### config.mk
export PLATFORM = sky130hd
export DESIGN_NAME = pipe_clk_ctrl
export DESIGN_NICKNAME = d
export VERILOG_FILES = /design/src/rtl/pipe_clk_ctrl.sv
export SDC_FILE = /design/constraint.sdc
export NUM_CORES = 1
export LEC_CHECK = 0
export BUFFER_PORTS_ARGS = -buffer_cell sky130_fd_sc_hd__buf_2
export CAP_MARGIN = 20
export CORE_AREA = 5 5 95 97
export DETAILED_ROUTE_END_ITERATION = 16
export DIE_AREA = 0 0 100 102
export MAX_ROUTING_LAYER = met4
export PLACE_DENSITY = 0.8
export RECOVER_POWER = 25
export REMOVE_ABC_BUFFERS = 1
export SLEW_MARGIN = 20
export SYNTH_ARGS = -nofsm -noshare
export SYNTH_HDL_FRONTEND = slang
export SYNTH_SLANG_ARGS = --single-unit
export TNS_END_PERCENT = 50
### constraint.sdc
create_clock -name clk -period 3.64 [get_ports clk]
set_clock_uncertainty 0.2 [all_clocks]
set_input_delay 0.728 -clock clk [delete_from_list [all_inputs] [get_ports clk]]
set_output_delay 0.728 -clock clk [all_outputs]
set_load 0.01 [all_outputs]
### src/rtl/pipe_clk_ctrl.sv
// pipe_clk_ctrl
//   Run / single-step / breakpoint controller for the pipelined CPU. The
//   whole pipeline runs on clk and advances only on cycles where cpu_ce is
//   high. In RUN, cpu_ce is issued once every div_reg+1 clk cycles. In HALT
//   and BRK, cpu_ce is issued once per debounced press of step_btn. A
//   breakpoint match on the tick that would have advanced the pipeline
//   parks the controller in BRK instead.
//
// Ports
//   clk        in   1      system clock
//   rst        in   1      asynchronous, active-high reset
//   run_sw     in   1      asynchronous run level (1 = run, 0 = halt)
//   step_btn   in   1      asynchronous raw push button
//   div_load   in   1      pulse: load div_value into div_reg and clear cnt
//   div_value  in   DIV_W  new divide value (ce period = value + 1)
//   bp_en      in   1      breakpoint enable
//   bp_addr    in   PC_W   breakpoint PC
//   pc         in   PC_W   PC of the next instruction to be fetched
//   cpu_ce     out  1      registered one-cycle pipeline enable
//   state      out  2      0 = HALT, 1 = RUN, 2 = BRK
//   halted     out  1      registered (state != RUN)
//   ce_count   out  16     count of issued cpu_ce pulses, wraps modulo 2^16
module pipe_clk_ctrl #(
  parameter int DIV_W       = 25,
  parameter int DEFAULT_DIV = 3,
  parameter int DB_CYCLES   = 16,
  parameter int PC_W        = 32
) (
  input  logic             clk,
  input  logic             rst,
  input  logic             run_sw,
  input  logic             step_btn,
  input  logic             div_load,
  input  logic [DIV_W-1:0] div_value,
  input  logic             bp_en,
  input  logic [PC_W-1:0]  bp_addr,
  input  logic [PC_W-1:0]  pc,
  output logic             cpu_ce,
  output logic [1:0]       state,
  output logic             halted,
  output logic [15:0]      ce_count
);

  typedef enum logic [1:0] {
    ST_HALT = 2'd0,
    ST_RUN  = 2'd1,
    ST_BRK  = 2'd2
  } state_t;

  localparam int              DB_W    = $clog2(DB_CYCLES + 1);
  localparam logic [DB_W-1:0] DB_LAST = DB_W'(DB_CYCLES - 1);
  localparam logic [DIV_W-1:0] DIV_RST = DIV_W'(DEFAULT_DIV);

  // Two-flop synchronizers
  logic run_p0, run_s;
  logic btn_p0, btn_s;

  // Debounce
  logic [DB_W-1:0] db_cnt;
  logic            btn_db;
  logic            btn_db_p1;
  logic            step_req;

  // Control FSM
  state_t          state_q, state_nx;
  logic [DIV_W-1:0] div_reg;
  logic [DIV_W-1:0] cnt_q, cnt_nx;
  logic            ce_nx;
  logic            tick;
  logic            bp_hit;
  logic            halted_q;
  logic [15:0]     ce_count_q;

  // ---- stage 0/1: bring asynchronous inputs into the clk domain ----
  always_ff @(posedge clk or posedge rst) begin
    if (rst) begin
      run_p0 <= 1'b0;
      run_s  <= 1'b0;
      btn_p0 <= 1'b0;
      btn_s  <= 1'b0;
    end else begin
      run_p0 <= run_sw;
      run_s  <= run_p0;
      btn_p0 <= step_btn;
      btn_s  <= btn_p0;
    end
  end

  // ---- debounce: accept btn_s only after DB_CYCLES consecutive cycles of
  //      disagreement with the accepted level; any bounce restarts the run ----
  always_ff @(posedge clk or posedge rst) begin
    if (rst) begin
      db_cnt    <= '0;
      btn_db    <= 1'b0;
      btn_db_p1 <= 1'b0;
    end else begin
      btn_db_p1 <= btn_db;
      if (btn_s != btn_db) begin
        if (db_cnt == DB_LAST) begin
          btn_db <= btn_s;
          db_cnt <= '0;
        end else begin
          db_cnt <= db_cnt + DB_W'(1);
        end
      end else begin
        db_cnt <= '0;
      end
    end
  end

  // One-cycle pulse on the accepted press edge.
  assign step_req = btn_db & ~btn_db_p1;

  // ---- FSM next-state / enable decision ----
  always_comb begin
    state_nx = state_q;
    cnt_nx   = cnt_q;
    ce_nx    = 1'b0;
    tick     = 1'b0;
    bp_hit   = bp_en && (pc == bp_addr);

    unique case (state_q)
      ST_HALT: begin
        // A run request beats a coincident step; the step is dropped.
        if (run_s) begin
          state_nx = ST_RUN;
          cnt_nx   = '0;
        end else if (step_req) begin
          ce_nx = 1'b1;
        end
      end
      ST_RUN: begin
        if (!run_s) begin
          state_nx = ST_HALT;
        end else if (cnt_q == div_reg) begin
          cnt_nx = '0;
          tick   = 1'b1;
        end else begin
          cnt_nx = cnt_q + DIV_W'(1);
        end
      end
      ST_BRK: begin
        // Only a low-then-high run_sw leaves BRK; a held-high run_sw keeps
        // the pipeline parked so it can be stepped past the breakpoint.
        if (!run_s) begin
          state_nx = ST_HALT;
        end else if (step_req) begin
          ce_nx = 1'b1;
        end
      end
      default: begin
        state_nx = ST_HALT;
      end
    endcase

    // A divider reload cancels a coincident tick, including any breakpoint
    // decision that tick would have made.
    if (tick && !div_load) begin
      if (bp_hit) begin
        state_nx = ST_BRK;
      end else begin
        ce_nx = 1'b1;
      end
    end

    if (div_load) begin
      cnt_nx = '0;
    end
  end

  // ---- stage 2: registered state, enable and counters ----
  always_ff @(posedge clk or posedge rst) begin
    if (rst) begin
      state_q    <= ST_HALT;
      cnt_q      <= '0;
      div_reg    <= DIV_RST;
      cpu_ce     <= 1'b0;
      halted_q   <= 1'b1;
      ce_count_q <= '0;
    end else begin
      state_q    <= state_nx;
      cnt_q      <= cnt_nx;
      cpu_ce     <= ce_nx;
      halted_q   <= (state_nx != ST_RUN);
      ce_count_q <= ce_count_q + {15'd0, cpu_ce};
      if (div_load) begin
        div_reg <= div_value;
      end
    end
  end

  assign state    = state_q;
  assign halted   = halted_q;
  assign ce_count = ce_count_q;

endmodule

==> reports/metrics.cfg <==
[run_status]
outcome=finished with violations
failed_checks=max-capacitance violations, max-slew violations

[clocking]
count_of_clock_tree_sinks=81
inserted_clock_buffers=9
ctsHtreeMaxLevel=3
cts_root_buf=sky130_fd_sc_hd__clkbuf_8
worst_setup_hold_path_clk_slew_ns=0.08
cts_tree=done
post_cts.repair.setup_buffers=0
cts.hold.buffers_added=0
clkLatencyLatePin_ns=0.34
cts.repair.resized=0
clock_tree.buffer_depth=2

[sta]
clock.fmax_ghz=0.3981
slew-limit-headroom_pct=-28.78
final-max-slew-violation-count=82
min_period_over_period_pct=69.00
timing.final.hold_violations=0
worst-slew-pin-transition_ns=1.932
setup_viol=0
setup_tns_ns=0
rsz_0062_raised_after_global_routing=no
final_period_minus_worst_setup_slack_ns=2.512

[placement]
placed_cells_incl_taps=580
gpl.final_weighted_congestion=0.9027
io_buffers=114
dp_hpwl_mm=6.924

[pwr]
clock_power_share_pct=29.8
peakVddDrop_mv=0.1701
total_switching_power_uw=522.7
p_comb_share_pct=17.5
internal-power_mw=1.361
power.static_leakage_nw=2.418
seq_power_share_pct=52.8
cellPowerDensity_nw_per_um2=380.1
sw_frac_of_total_pct=27.75

[yosys]
dominant_combinational_cell_family_by_area_after_synthesis=XOR/XNOR gates
synth.ff_latch_count=81
ys_seq_area_share_pct=49.38
xor_xnor_cell_area_share_of_the_yosys_netlist_pct=20.66
post_synth_num_cell_types=34
synth-warning-count=0
synth_fa_ha_area_share_pct=2.434
synth_simple_gate_area_share_pct=12.90
multiplexer_area_fraction_after_synthesis_pct=6.845
synth_compound_area_share_pct=5.963
netlist_instances=367
post_synth_instance_area_um2=4113
avgSynthCellArea_um2=11.21

[detailed_routing]
drt_iter0_drc=162
detail_route.wl_per_cell_um=15.24
route.antenna.remaining_nets=0
detailroute.via_count=3105
finalWirelength_mm=9.066
drcViolationCount=0
detailedRoute.firstPassIterationCount=4
drt-vias-per-instance=5.218

[final_layout]
final_layout_size_suffix_gt1_share_pct=33.27
syn2layout_area_growth_pct=20.47
diodes=0
final_cell_count_no_fill=595
design.final.nets=589
final_core_utilization_pct=61.54
num-fill-cells=661

[critical_path]
start_kind=flop
crit_path_cell_trace=xor2_1 > nor4_1 > nand3_1 > or4_4 > o21a_1
end_kind=flop
critical-path-slowest-cell=sky130_fd_sc_hd__or4_4
timing_worst_setup_path_type=flop to flop
cp_data_arrival_time_ns=2.54
buffers_inverters_on_critical_path=0
reg2reg_depth=5
path_delay_family=simple AND/OR/NAND/NOR gates
worst-path-stages=5
stage_delay_of_the_slowest_cell_on_the_critical_path_ns=0.61
critical_path.max_fanout=4
critPathRequiredTime_ns=3.67

[floorplan]
floorplan.core_area_um2=8051
core.rowCount=33
floorplan.io_pins=115
fp.dieH_um=102
dieArea_um2=10200
fp.dieW_um=100
floorplan.initialDensity_pct=51.08

[hold_path]
timing.hold.worst_path_depth=0
min-delay-path-class=flop to flop

[grt]
first_pass_grt_wire_length_mm=14.92
global_route.overflow_total=0
grt_start_max_net_pins=82
antenna_found_initial=0
groute.usage.overall_pct=18.90
grt_pass1_vias=3174

[job]
cap_viol_max_count=1

-- layer usage --
metal	part of all wire, %	vias to the layer above	GRT usage (%)
met5	0	-	-
met4	1.8	0	6.736
met3	3.6	15	2.662
met2	51	71	31.50
met1	43	1499	23.72
li1	-	1520	-
-- power by group through the flow --
stage	Clock [mW]	Combinational (mW)	Sequential (mW)
2_1_floorplan	0	0.192	1.01
4_1_cts	0.575	0.333	0.993
5_1_grt	0.615	0.364	1.00
3_5_place_dp	0	0.330	1.01
3_3_place_gp	0	0.317	1.01
6_report	0.560	0.329	0.993
-- path summary, 6_finish.rpt --
| path | endpoint | slack [ns] | start |
|---|---|---|---|
| worst max-delay path | state[0]$_DFF_PP0_ | 1.13 | cnt_q[7]$_DFFE_PP0P_ |
| worst min-delay path | run_s$_DFF_PP0_ | 0.15 | run_p0$_DFF_PP0_ |
| worst max register to register | state[0]$_DFF_PP0_ | 1.13 | cnt_q[7]$_DFFE_PP0P_ |
| worst min register to register | run_s$_DFF_PP0_ | 0.15 | run_p0$_DFF_PP0_ |
| max in group asynchronous | div_reg[23]$_DFFE_PP0P_ | 1.23 | rst |
| min in group asynchronous | ce_count[6]$_DFF_PP0_ | 0.85 | rst |
-- cells by family (layout without fill, tap and decap cells) --
| group | after synthesis | in the layout |
|---|---|---|
| compound gates | 42 | 42 |
| flops | 81 | 81 |
| buf+inv | 17 | 140 |
| fa+ha+maj | 8 | 8 |
| mux | 25 | 25 |
| simple gates | 97 | 97 |
| xor+xnor | 97 | 97 |
-- area by class of cell --
| type | instances | area [um^2] | area share, % |
|---|---|---|---|
| flip-flops and latches | 81 | 2031 | 40.98 |
| repair buffers | 118 | 598.1 | 12.07 |
| inverters | 7 | 26.28 | 0.5303 |
| multi-input cells | 269 | 2007 | 40.50 |
| clock buffers | 11 | 141.4 | 2.854 |
| clock inverters | 4 | 20.02 | 0.4040 |
| well taps | 105 | 131.4 | 2.652 |
-- through the flow --
stage | cell area, um^2 | power [mW] | hold WS, ns | worst slack, ns
2_1_floorplan | 4064 | 1.200 | 0.1312 | 0.6369
3_3_place_gp | 4808 | 1.325 | 0.1330 | 1.075
3_5_place_dp | 4808 | 1.341 | 0.1347 | 1.037
4_1_cts | 4970 | 1.901 | 0.1514 | 1.143
5_1_grt | 4955 | 1.979 | 0.1696 | 0.7978
6_report | 4955 | 1.883 | 0.1499 | 1.128
-- Yosys cell counts --
cell type / instances / area share, %
sky130_fd_sc_hd__ha_1: 8 / 2.4
sky130_fd_sc_hd__or4_1: 1 / 0.18
sky130_fd_sc_hd__a21oi_1: 27 / 3.3
sky130_fd_sc_hd__o21ai_0: 3 / 0.36
sky130_fd_sc_hd__buf_6: 1 / 0.27
sky130_fd_sc_hd__nor3_1: 3 / 0.36
sky130_fd_sc_hd__mux2_2: 25 / 6.8
sky130_fd_sc_hd__xor2_1: 81 / 17
sky130_fd_sc_hd__o32ai_1: 2 / 0.43
sky130_fd_sc_hd__nor4_1: 12 / 1.8
sky130_fd_sc_hd__o2111ai_1: 1 / 0.21
sky130_fd_sc_hd__a21o_1: 1 / 0.18
sky130_fd_sc_hd__nand2_1: 15 / 1.4
sky130_fd_sc_hd__a22oi_1: 1 / 0.18
sky130_fd_sc_hd__o21a_1: 1 / 0.18
sky130_fd_sc_hd__clkbuf_1: 6 / 0.55
sky130_fd_sc_hd__o21bai_1: 1 / 0.18
sky130_fd_sc_hd__nand3_1: 17 / 2.1
sky130_fd_sc_hd__inv_1: 7 / 0.64
sky130_fd_sc_hd__and3_1: 7 / 1.1
sky130_fd_sc_hd__a21oi_2: 1 / 0.21
sky130_fd_sc_hd__buf_2: 3 / 0.36
sky130_fd_sc_hd__nor2b_1: 1 / 0.15
sky130_fd_sc_hd__or4_4: 1 / 0.27
sky130_fd_sc_hd__o211ai_1: 1 / 0.18
sky130_fd_sc_hd__nand4_1: 19 / 2.9
sky130_fd_sc_hd__xnor2_1: 16 / 3.4
sky130_fd_sc_hd__dfstp_2: 3 / 1.9
sky130_fd_sc_hd__nor2_1: 12 / 1.1
sky130_fd_sc_hd__and2_1: 5 / 0.76
sky130_fd_sc_hd__a211oi_2: 1 / 0.30
sky130_fd_sc_hd__dfrtp_1: 78 / 47
sky130_fd_sc_hd__o21ai_1: 2 / 0.24
sky130_fd_sc_hd__and4_1: 4 / 0.85
-- worst register-to-register path: stages, from the launching register on --
cell                      delay, ns
sky130_fd_sc_hd__dfrtp_1       0.43
sky130_fd_sc_hd__xor2_1        0.16
sky130_fd_sc_hd__nor4_1        0.49
sky130_fd_sc_hd__nand3_1       0.30
sky130_fd_sc_hd__or4_4         0.62
sky130_fd_sc_hd__o21a_1        0.20
-- placed cells by master, fill, tap and decap left out, drive strengths merged, types with 6 or more instances in the layout --
master  netlist  routed
buf           4     117
xor2         81      81
dfrtp        78      78
a21oi        28      28
mux2         25      25
nand4        19      19
nand3        17      17
xnor2        16      16
nand2        15      15
nor4         12      12
nor2         12      12
clkbuf        6      12
ha            8       8
and3          7       7
inv           7       6
(Power assumes the default switching activity.)
